==> src/rtl/ram_arbiter_pkg.sv <==
// Shared definitions for the RAM arbiter: state encodings, grant ids and
// the RAM control-bus pin positions.
package ram_arbiter_pkg;

    typedef enum logic [1:0] {
        ARB_IDLE   = 2'd0,
        ARB_ACCESS = 2'd1,
        ARB_DONE   = 2'd2
    } arb_state_e;

    typedef enum logic {
        ARB_CPU = 1'b0,
        ARB_VGA = 1'b1
    } arb_grant_e;

    localparam int RAM_READ_PIN  = 0;
    localparam int RAM_WRITE_PIN = 1;
    localparam int RAM_READY_PIN = 0;

    // Exactly one strobe bit set, chosen by the access direction.
    function automatic logic [31:0] strobe_mask(input logic we);
        logic [31:0] mask;
        mask = '0;
        mask[we ? RAM_WRITE_PIN : RAM_READ_PIN] = 1'b1;
        return mask;
    endfunction

endpackage

==> src/rtl/ram_arb_pick.sv <==
// Two-way grant selector for the RAM arbiter.
// ARB_VGA_PRIORITY_EN: VGA wins every tie; otherwise ties alternate via last_grant_i.
module ram_arb_pick
    import ram_arbiter_pkg::*;
(
    input  logic       cpu_req_i,
    input  logic       vga_req_i,
    input  arb_grant_e last_grant_i,
    output arb_grant_e grant_o
);

`ifdef ARB_VGA_PRIORITY_EN
    logic unused_last_grant;
    assign unused_last_grant = 1'(last_grant_i);
`endif

    always_comb begin
        grant_o = ARB_CPU;
        if (cpu_req_i && vga_req_i) begin
`ifdef ARB_VGA_PRIORITY_EN
            grant_o = ARB_VGA;
`else
            grant_o = (last_grant_i == ARB_CPU) ? ARB_VGA : ARB_CPU;
`endif
        end else if (vga_req_i) begin
            grant_o = ARB_VGA;
        end
    end

endmodule

==> src/rtl/ram_arbiter.sv <==
// Shares the single RAM port between the CPU datapath (port 0) and the VGA
// fetch engine (port 1), one transaction at a time. Tie policy: ARB_VGA_PRIORITY_EN.
module ram_arbiter
    import ram_arbiter_pkg::*;
#(
    parameter int ADDR_W  = 32,
    parameter int DATA_W  = 32,
    parameter int TIMEOUT = 255
) (
    input  logic              clk,
    input  logic              rst,
    input  logic              cpu_req,
    input  logic              cpu_we,
    input  logic [ADDR_W-1:0] cpu_addr,
    input  logic [DATA_W-1:0] cpu_wdata,
    output logic              cpu_ack,
    output logic              cpu_err,
    output logic [DATA_W-1:0] cpu_rdata,
    input  logic              vga_req,
    input  logic              vga_we,
    input  logic [ADDR_W-1:0] vga_addr,
    input  logic [DATA_W-1:0] vga_wdata,
    output logic              vga_ack,
    output logic              vga_err,
    output logic [DATA_W-1:0] vga_rdata,
    output logic [31:0]       ram_ctrl_out,
    input  logic [31:0]       ram_ctrl_in,
    output logic [ADDR_W-1:0] addr,
    output logic [DATA_W-1:0] data_out,
    input  logic [DATA_W-1:0] data_in
);

    localparam logic [7:0] CNT_LAST = 8'(TIMEOUT - 1);

    arb_state_e        state_q, state_d;
    arb_grant_e        grant_q, grant_d;
    arb_grant_e        last_grant_q, last_grant_d;
    arb_grant_e        pick_grant;
    logic              we_q, we_d;
    logic [ADDR_W-1:0] addr_q, addr_d;
    logic [DATA_W-1:0] wdata_q, wdata_d;
    logic [7:0]        cnt_q, cnt_d;
    logic              err_q, err_d;
    logic [DATA_W-1:0] cpu_rdata_q, cpu_rdata_d;
    logic [DATA_W-1:0] vga_rdata_q, vga_rdata_d;
    logic              unused_ctrl_in;

    assign unused_ctrl_in = ^ram_ctrl_in;

    ram_arb_pick u_pick (
        .cpu_req_i   (cpu_req),
        .vga_req_i   (vga_req),
        .last_grant_i(last_grant_q),
        .grant_o     (pick_grant)
    );

    always_ff @(posedge clk) begin
        if (rst) begin
            state_q      <= ARB_IDLE;
            grant_q      <= ARB_CPU;
            last_grant_q <= ARB_VGA;
            we_q         <= 1'b0;
            addr_q       <= '0;
            wdata_q      <= '0;
            cnt_q        <= '0;
            err_q        <= 1'b0;
            cpu_rdata_q  <= '0;
            vga_rdata_q  <= '0;
        end else begin
            state_q      <= state_d;
            grant_q      <= grant_d;
            last_grant_q <= last_grant_d;
            we_q         <= we_d;
            addr_q       <= addr_d;
            wdata_q      <= wdata_d;
            cnt_q        <= cnt_d;
            err_q        <= err_d;
            cpu_rdata_q  <= cpu_rdata_d;
            vga_rdata_q  <= vga_rdata_d;
        end
    end

    always_comb begin
        state_d      = state_q;
        grant_d      = grant_q;
        last_grant_d = last_grant_q;
        we_d         = we_q;
        addr_d       = addr_q;
        wdata_d      = wdata_q;
        cnt_d        = cnt_q;
        err_d        = err_q;
        cpu_rdata_d  = cpu_rdata_q;
        vga_rdata_d  = vga_rdata_q;
        case (state_q)
            ARB_IDLE: begin
                if (cpu_req || vga_req) begin
                    grant_d = pick_grant;
                    if (pick_grant == ARB_VGA) begin
                        we_d    = vga_we;
                        addr_d  = vga_addr;
                        wdata_d = vga_wdata;
                    end else begin
                        we_d    = cpu_we;
                        addr_d  = cpu_addr;
                        wdata_d = cpu_wdata;
                    end
                    cnt_d   = '0;
                    err_d   = 1'b0;
                    state_d = ARB_ACCESS;
                end
            end
            ARB_ACCESS: begin
                // Ready takes precedence over a timeout landing on the same edge.
                if (ram_ctrl_in[RAM_READY_PIN]) begin
                    if (!we_q) begin
                        if (grant_q == ARB_VGA) vga_rdata_d = data_in;
                        else                    cpu_rdata_d = data_in;
                    end
                    err_d   = 1'b0;
                    state_d = ARB_DONE;
                end else if (cnt_q == CNT_LAST) begin
                    err_d   = 1'b1;
                    state_d = ARB_DONE;
                end else begin
                    cnt_d = cnt_q + 8'd1;
                end
            end
            ARB_DONE: begin
                last_grant_d = grant_q;
                state_d      = ARB_IDLE;
            end
            default: state_d = ARB_IDLE;
        endcase
    end

    assign ram_ctrl_out = (state_q == ARB_ACCESS) ? strobe_mask(we_q) : '0;
    assign addr         = addr_q;
    assign data_out     = wdata_q;
    assign cpu_ack      = (state_q == ARB_DONE) && (grant_q == ARB_CPU);
    assign vga_ack      = (state_q == ARB_DONE) && (grant_q == ARB_VGA);
    assign cpu_err      = cpu_ack && err_q;
    assign vga_err      = vga_ack && err_q;
    assign cpu_rdata    = cpu_rdata_q;
    assign vga_rdata    = vga_rdata_q;

endmodule
==> config.mk <==
export PLATFORM = sky130hd
export DESIGN_NAME = ram_arbiter
export DESIGN_NICKNAME = d
export VERILOG_FILES = /design/src/rtl/ram_arbiter_pkg.sv /design/src/rtl/ram_arb_pick.sv /design/src/rtl/ram_arbiter.sv
export SDC_FILE = /design/constraint.sdc
export NUM_CORES = 1
export LEC_CHECK = 0
export CAP_MARGIN = 30
export CELL_PAD_IN_SITES_DETAIL_PLACEMENT = 1
export CELL_PAD_IN_SITES_GLOBAL_PLACEMENT = 2
export CORE_AREA = 2 2 142 144
export CTS_CLUSTER_SIZE = 10
export DETAILED_ROUTE_END_ITERATION = 12
export DIE_AREA = 0 0 144 146
export DONT_BUFFER_PORTS = 1
export GPL_TIMING_DRIVEN = 0
export MAX_ROUTING_LAYER = met4
export PLACE_DENSITY = 0.7
export SYNTH_ARGS = -nofsm -noshare
export SYNTH_HDL_FRONTEND = slang
export SYNTH_SLANG_ARGS = --single-unit
==> constraint.sdc <==
create_clock -name clk -period 4.6 [get_ports clk]
set_clock_uncertainty 0.05 [all_clocks]
set_input_delay 0.92 -clock clk [delete_from_list [all_inputs] [get_ports clk]]
set_output_delay 0.92 -clock clk [all_outputs]
set_load 0.05 [all_outputs]
==> flow_summary.toml, run 1 <==
[outcome]
status = "complete, no violations"

[critical_path]
slowest_stage = "nor2_1"
rr_endpoint = "addr[22]"
ff2ff_path_depth = 6
reg2reg_from = "state_q[0]"
arrival_ns = 2.32
critPathMaxStageDelay_ns = 0.76
critPathLaunchType = "flip-flop"
r2r_setup_slack_ns = 2.61
crit_required_ns = 3.63
cp-endpoint = "cpu_err"
critPathMaxFanout = 7
cp-startpoint = "state_q[0]"
criticalPathCategory = "flip-flop to primary output"
cp-end-kind = "primary output"
crit_chain = "nand2b_1, nor2_1, and2_1"

[detailed_routing]
drt-wirelength-per-cell_um = 20.1
ant_nets = 0
dr.pass1.iters = 4
wl_um = 20500
vias = 4982
drc = 0
first_iter_violations = 125
avgViaCountPerCell = 4.89

[power_and_ir_drop]
p_leak_nw = 2.61
totalPowerFinal_mw = 3.41
ir_worst_vdd_mv = 0.234
power_density_nw_per_um2 = 487

[floorplan]
die_y_um = 146
core_area_um2 = 19300
io_pins = 362
core.rowCount = 51
start_util_pct = 30.9
die_w_um = 144
dieArea_um2 = 21000

[place]
io_buffers = 0
place_area_um2 = 6420
dpl.hpwl_um = 16300
gp_congestion = 0.803
post-place-cells = 985

[sta]
rsz0062_at_grt = "no"
fin_crit_sh_pct = 71.5
setup_violations = 0
maxSlewViolCount = 0
setup_tns_ns = 0
worst_pin_slew_ns = 0.994
fmax_ghz = 0.304
min_period_ns = 3.29
slew_headroom_pct = 33.5
hold_viol = 0

[clock_network]
cts.sinks = 142
path_clk_slew_ns = 0.07
insertion_delay_ns = 0.42
cts_tree = "done"
htree_num_levels = 4
root_buffer = "clkbuf_16"
post-cts-setup-buffers = 0
cts_buffers = 17
cts_hold_buf = 0
cts_resized = 0
clk_path_buf_depth = 2

[cells_and_area]
design_area_um2 = 7010
layout.area.seq_um2 = 2840
layout.cells.non_filler = 1018
drive_gt1_share_pct = 12.4
final_util_pct = 36.2
fin_nets = 939
fill_cells = 2313
area_growth_syn_to_layout_pct = 17.2
multi_input_area_um2 = 2720

[logic_synthesis]
yosys_warnings = 0
synth_edf_count = 0
yosysUniqueCellTypes = 35
syn_inst = 690
syn-mean-instance-area_um2 = 8.66
ys_ff_latch = 142
muxShareOfSynthArea_pct = 10.9
synth_xor_area_share_pct = 0.147
yosys.area_share.simple_pct = 16.7
async_flop_share_pct = 0
synthAdderAreaFrac_pct = 0.419
synth_compound_area_share_pct = 15.4
yosysSeqAreaShare_pct = 47.6
syn_area_um2 = 5980
ys.flop_type = "dfxtp_1"
synth_top_family_by_area = "simple AND/OR/NAND/NOR gates"

[global_route]
grt_max_degree = 17
grt_pass1_vias = 5248
overflow = 0
grt_pass1_wl_um = 30600
grt_antenna_before_repair = 1
grt_use_total_pct = 19.7

[run]
drv_cap = 0

[hold_path]
hold_class = "flip-flop to flip-flop"
holdPathStages = 2
==> worst max-delay path, delay by kind of cell, from the launching register on <==
| family | cells | cell delay (ns) |
|---|---|---|
| DFF | 1 | 0.37 |
| and+or+nand+nor | 3 | 1.52 |
==> cell families (layout without fill, tap and decap cells) <==
kind of cell,Yosys count,in the layout
compound gates,148,148
mux,65,65
buf+inv,88,121
fa+ha+maj,2,2
simple gates,243,243
flops,142,142
other cells,1,31
xor+xnor,1,1
==> cell usage after synthesis (all sizes together), types with 2 or more instances <==
cell | instances | area, µm²
dfxtp | 142 | 2840
nand2 | 135 | 507
nor2 | 78 | 293
a21oi | 71 | 355
a211oi | 65 | 488
mux2i | 65 | 651
buf | 57 | 410
clkbuf | 26 | 97.6
inv | 5 | 18.8
nand3 | 5 | 25.0
o21ai | 5 | 25.0
or3 | 4 | 25.0
or4 | 4 | 30.0
and2 | 3 | 18.8
nand2b | 3 | 18.8
ha | 2 | 25.0
nand4 | 2 | 12.5
nor3 | 2 | 10.0
nor4 | 2 | 25.0
or2 | 2 | 12.5
==> registers in the layout, indices dropped and copies added (netlist names) <==
name and cells:
addr 32, cpu_rdata 32, data_out 32, vga_rdata 32, cnt_q 8, state_q 2
err_q 1, grant_q 1, last_grant_q 1, we_q 1
==> cell usage in the layout (no fill, tap or decap), types with 2 or more instances in the layout <==
cell type     n
a211oi_1     65
a21oi_1      71
and2_1        3
buf_2        16
buf_4        36
buf_6         6
clkbuf_1     26
clkbuf_16    17
clkinvlp_4    3
conb_1       30
dfxtp_1     142
ha_1          2
inv_1         4
inv_6         6
inv_8         3
mux2i_1      65
nand2_1     135
nand2b_1      3
nand3_1       5
nand4_1       2
nor2_1       78
nor3_1        2
nor4_2        2
o21ai_1       5
or2_1         2
or3_1         4
or4_1         4
==> metal layers <==
| metal | vias to the layer above | global-route usage (%) | share of wire (%) |
|---|---|---|---|
| li1 | 2400 | - | - |
| met1 | 2353 | 20.2 | 36 |
| met2 | 206 | 33.9 | 51 |
| met3 | 23 | 8.59 | 11 |
| met4 | 0 | 5.93 | 1.7 |
| met5 | - | - | 0 |
==> report_power, final <==
| part | switching, mW | internal, mW | leakage, nW | total [mW] |
|---|---|---|---|---|
| combinational | 0.251 | 0.131 | 1.17 | 0.381 |
| sequential | 0.343 | 1.31 | 1.16 | 1.66 |
| clock | 0.608 | 0.765 | 0.277 | 1.37 |
==> final cells by class <==
| class | count | share of cell area, % |
|---|---|---|
| sequential | 142 | 40.6 |
| multi-input combinational | 489 | 38.8 |
| buffer | 83 | 7.25 |
| clock buffer | 17 | 6.07 |
| tap | 265 | 4.73 |
| clock inverter | 15 | 2.18 |
| inverter | 5 | 0.268 |
| timing repair buffer | 1 | 0.107 |
| antenna | 1 | 0.0357 |
==> worst min-delay path by stage <==
stage / endpoint / start / slack (ns)
after floorplan: last_grant_q / last_grant_q / 0.39
after global placement: last_grant_q / last_grant_q / 0.41
after detailed placement: last_grant_q / last_grant_q / 0.42
after CTS: last_grant_q / last_grant_q / 0.44
after global routing: last_grant_q / last_grant_q / 0.45
final: last_grant_q / last_grant_q / 0.43
==> metrics by stage <==
stage	hold WS, ns	setup WS, ns
detailed placement	0.420	1.73
global placement	0.411	1.70
CTS	0.436	1.26
finish	0.429	1.31
global route	0.453	1.24
floorplan	0.388	1.89
No activity file was read; power rests on OpenSTA's default activity.
==> run 2, diff against run 1 <==
Settings changed: ABC_AREA from default to 1, CORE_AREA 2 2 142 144 to default, CORE_MARGIN from default to 2, CORE_UTILIZATION from default to 28, DIE_AREA 0 0 144 146 to default, PLACE_DENSITY 0.7 to 0.71.
Clock period 4.6 ns to 2.7 ns, I/O delays scaled along.
==> flow_summary.toml, run 2 <==
[logic_synthesis]
synth_area_leaders = "dfxtp_1 48%, nand2_1 11%, o21ai_0 9.5%"
yosysUniqueCellTypes = 26
yosys_warnings = 0
netlist.area_leader.share_pct = 47.5
synth_area_leader_cell = "dfxtp_1"
yosysSeqAreaShare_pct = 47.5
ys_top_cells_by_count = "176 x nand2_1, 142 x dfxtp_1, 114 x o21ai_0"
synth_edf_count = 0
ys.flop_type = "dfxtp_1"
ys_ff_latch = 142
post-synth-top-count-cell = "nand2_1"
syn_inst = 808
async_flop_share_pct = 0
syn_area_um2 = 5980
syn-mean-instance-area_um2 = 7.41

[sta]
maxSlewViolCount = 0
fmax_ghz = 0.413
holdWs_ns = 0.140
worst_slack_ns = 0.281
setup_tns_ns = 0
rsz0062_at_grt = "no"
hold_viol = 0
slew_headroom_pct = 34.1
worst_pin_slew_ns = 0.985
min_period_ns = 2.42
setup_violations = 0
fin_crit_sh_pct = 89.6

[clock_network]
insertion_delay_ns = 0.42
post-cts-setup-buffers = 0
path_clk_slew_ns = 0.06
cts_resized = 0
cts_buffers = 17
clk_path_buf_depth = 2
htree_num_levels = 4
cts_hold_buf = 0
root_buffer = "clkbuf_16"
cts.sinks = 142
cts_tree = "done"

[floorplan]
start_util_pct = 28.5
io_pins = 362
core_area_um2 = 21000
die_w_um = 150
dieArea_um2 = 22600
die_y_um = 150
core.rowCount = 53

[critical_path]
critPathMaxFanout = 7
cp-end-kind = "primary output"
critPathLaunchType = "flip-flop"
crit_required_ns = 2.11
rr_endpoint = "vga_rdata[30]"
r2r_setup_slack_ns = 1.05
criticalPathCategory = "flip-flop to primary output"
ff2ff_path_depth = 6
reg2reg_from = "state_q[0]"
arrival_ns = 1.83

[detailed_routing]
first_iter_violations = 182
wl_met1_um = 8300
wl_um = 21300
avgViaCountPerCell = 4.78
top_layer = "met4"
route.met3.wl_um = 2430
drt-wirelength-per-cell_um = 18.5
ant_nets = 0
routed-wl-met2_um = 10200
drc = 0
vias = 5485
dr.pass1.iters = 4

[cells_and_area]
drive_gt1_share_pct = 11.2
final_util_pct = 33.5
layout.cells.non_filler = 1148
area_growth_syn_to_layout_pct = 17.8
design_area_um2 = 7050
mostFrequentLayoutCells = "176 x nand2_1, 142 x dfxtp_1, 114 x o21ai_0, 90 x nor2_1, 65 x a31oi_1"
final_common_cell = "nand2_1"
fin_nets = 1059

[run]
drv_cap = 0

[global_route]
grt_pass1_wl_um = 31700
grt_use_total_pct = 19.0
overflow = 0
grt_max_degree = 17
grt_pass1_vias = 5593
grt_antenna_before_repair = 1

[outcome]
status = "complete, no violations"

[place]
dpl.hpwl_um = 16500
dp_slack_ns = 0.690
post-place-cells = 1115
io_buffers = 0
place_area_um2 = 6460
gp_congestion = 0.771

[power_and_ir_drop]
p_leak_nw = 2.84
totalPowerFinal_mw = 6.03
power_density_nw_per_um2 = 856
ir_worst_vdd_mv = 0.344

[hold_path]
hold_class = "input pin to flip-flop"
holdPathStages = 1
min_to = "grant_q"
worst_hold_startpoint = "rst"
==> run 2: how the worst max path moves through the flow <==
stage / startpoint / end / cells after the start
after global placement: state_q[1] / vga_err / 4
after global routing: state_q[0] / ram_ctrl_out[1] / 2
after detailed placement: state_q[0] / ram_ctrl_out[1] / 2
after CTS: state_q[0] / ram_ctrl_out[1] / 2
final: state_q[0] / ram_ctrl_out[1] / 2
after floorplan: state_q[1] / vga_err / 4
==> run 2: power by group <==
group | internal, mW | switching (mW)
Clock | 1.25 | 1.05
Sequential | 2.28 | 0.731
Combinational | 0.229 | 0.490
Total | 3.76 | 2.28
==> run 2: logic make-up (layout without fill, tap and decap cells) <==
kind of cell               Yosys count  count (layout)  share of synthesized area [%]
and+or+nand+nor                    283             283                           18.6
DFF                                142             142                           47.5
buffers and inverters              144             179                           12.2
other                                1              31                         0.0627
adders and majority gates            2               2                          0.418
AOI/OAI and AO/OA                  236             236                           21.2
==> run 2: layout make-up <==
| type | instances | area (µm²) |
|---|---|---|
| inverter | 60 | 225 |
| multi-input combinational | 551 | 2520 |
| clock buffer | 18 | 439 |
| antenna | 1 | 2.50 |
| sequential | 142 | 2840 |
| timing repair buffer | 3 | 18.8 |
| tap | 275 | 344 |
| clock inverter | 14 | 148 |
| buffer | 84 | 507 |
| fill | 2610 | 14000 |
==> run 2: critical path: stages (launching register included) <==
cell and delay [ns]:
dfxtp_1 0.41, nand2_1 0.21, nor2_1 0.79
==> run 2: routing by layer <==
metal	vias up	global-route usage, %
met5	-	-
met4	0	6.46
met3	23	8.24
met2	221	30.7
met1	2537	21.1
li1	2704	-
==> run 3, diff against run 2 <==
Settings changed: CELL_PAD_IN_SITES_DETAIL_PLACEMENT 1 to default, CELL_PAD_IN_SITES_GLOBAL_PLACEMENT 2 to default, CORE_AREA from default to 2 2 141 143, CORE_MARGIN 2 to default, CORE_UTILIZATION 28 to default, DIE_AREA from default to 0 0 143 145, PLACE_DENSITY 0.71 to 0.43.
==> flow_summary.toml, run 3 (synthesized netlist as in run 2, its figures left out) <==
[clock_network]
htree_num_levels = 4
path_clk_slew_ns = 0.06
cts_tree = "done"
root_buffer = "clkbuf_16"
cts_resized = 1
post-cts-setup-buffers = 0
cts_hold_buf = 0
cts.sinks = 142
cts_buffers = 17
clk_path_buf_depth = 2
insertion_delay_ns = 0.42

[detailed_routing]
first_iter_violations = 238
avgViaCountPerCell = 4.86
dr.pass1.iters = 6
vias = 5526
drt-wirelength-per-cell_um = 17.5
drc = 0
wl_um = 19900
ant_nets = 0

[floorplan]
core_area_um2 = 19200
die_y_um = 145
io_pins = 362
start_util_pct = 31.2
die_w_um = 143
core.rowCount = 51
dieArea_um2 = 20700

[cells_and_area]
area_growth_syn_to_layout_pct = 17.6
fill_cells = 2055
layout.area.seq_um2 = 2840
fin_nets = 1058
design_area_um2 = 7040
final_util_pct = 36.6
final_common_cell = "nand2_1"
layout.cells.non_filler = 1137
multi_input_area_um2 = 2530
mostFrequentLayoutCells = "176 x nand2_1, 142 x dfxtp_1, 114 x o21ai_0, 89 x nor2_1, 65 x a31oi_1"
drive_gt1_share_pct = 11.3

[power_and_ir_drop]
ir_worst_vdd_mv = 0.382
power_density_nw_per_um2 = 863
p_leak_nw = 2.84
totalPowerFinal_mw = 6.07

[sta]
min_period_ns = 2.45
setup_violations = 0
fmax_ghz = 0.409
slew_headroom_pct = 33.4
fin_crit_sh_pct = 90.7
maxSlewViolCount = 0
hold_viol = 0
holdWs_ns = 0.132
rsz0062_at_grt = "no"
worst_pin_slew_ns = 0.995

[global_route]
grt_max_degree = 17
grt_pass1_wl_um = 30100
grt_use_total_pct = 19.4
grt_antenna_before_repair = 1
grt_pass1_vias = 5537
overflow = 0

[critical_path]
cp-end-kind = "primary output"
criticalPathCategory = "flip-flop to primary output"
arrival_ns = 1.86
critPathLaunchType = "flip-flop"
critPathMaxStageDelay_ns = 0.48
crit_required_ns = 2.11
critPathMaxFanout = 4
r2r_setup_slack_ns = 1.06
crit_chain = "nand2_1, nor2_1, buf_1, inv_1, nor2_2"
crit_family = "simple AND/OR/NAND/NOR gates"
slowest_stage = "nor2_2"
crit_buf_inv = 2

[place]
gp_congestion = 0.866
dpl.hpwl_um = 15700
post-place-cells = 1104
place_area_um2 = 6440
io_buffers = 0

[run]
drv_cap = 0

[outcome]
status = "complete, no violations"

[hold_path]
hold_class = "input pin to flip-flop"
## run 3: cell types whose count changed in the layout (fill, tap and decap cells not counted), sizes merged
| cell | change |
|---|---|
| clkinv | -3 |
| inv | +2 |
| buf | -1 |
| bufinv | +1 |
## run 3: cell type report
| class | instances | share of cell area [%] |
|---|---|---|
| diodes | 1 | 0.0356 |
| plain buffers | 84 | 7.20 |
| clock buffers | 18 | 6.24 |
| clock inverters | 14 | 2.10 |
| inverters | 60 | 3.20 |
| multi-input cells | 551 | 35.9 |
| flip-flops and latches | 142 | 40.4 |
| well taps | 265 | 4.71 |
| repair buffers | 2 | 0.213 |
## run 3: worst paths after layout
check                             startpoint       end  cells after the start
worst max-delay path              state_q[1]   vga_err                      5
worst min register to register      cnt_q[4]  cnt_q[4]                      2
worst min-delay path                     rst  cnt_q[2]                      1
worst max register to register  last_grant_q  addr[21]                      6
## run 3: layer usage
metal,vias to the layer above,GRT usage (%),part of all wire (%)
met5,-,-,0
met4,0,8.71,3.6
met3,48,8.55,12
met2,286,31.3,47
met1,2488,20.3,37
li1,2704,-,-
## run 3: report_power, final
group | internal, mW | switching [mW]
sequential | 2.28 | 0.725
combinational | 0.229 | 0.489
clock | 1.33 | 1.02
total | 3.84 | 2.24
## run 3: metrics by stage
stage / setup WS [ns] / setup TNS [ns]
detailed placement: 0.391 / 0
floorplan: 0.0910 / 0
finish: 0.252 / 0
CTS: 0.201 / 0
global route: 0.125 / 0
global placement: -0.335 / -0.335
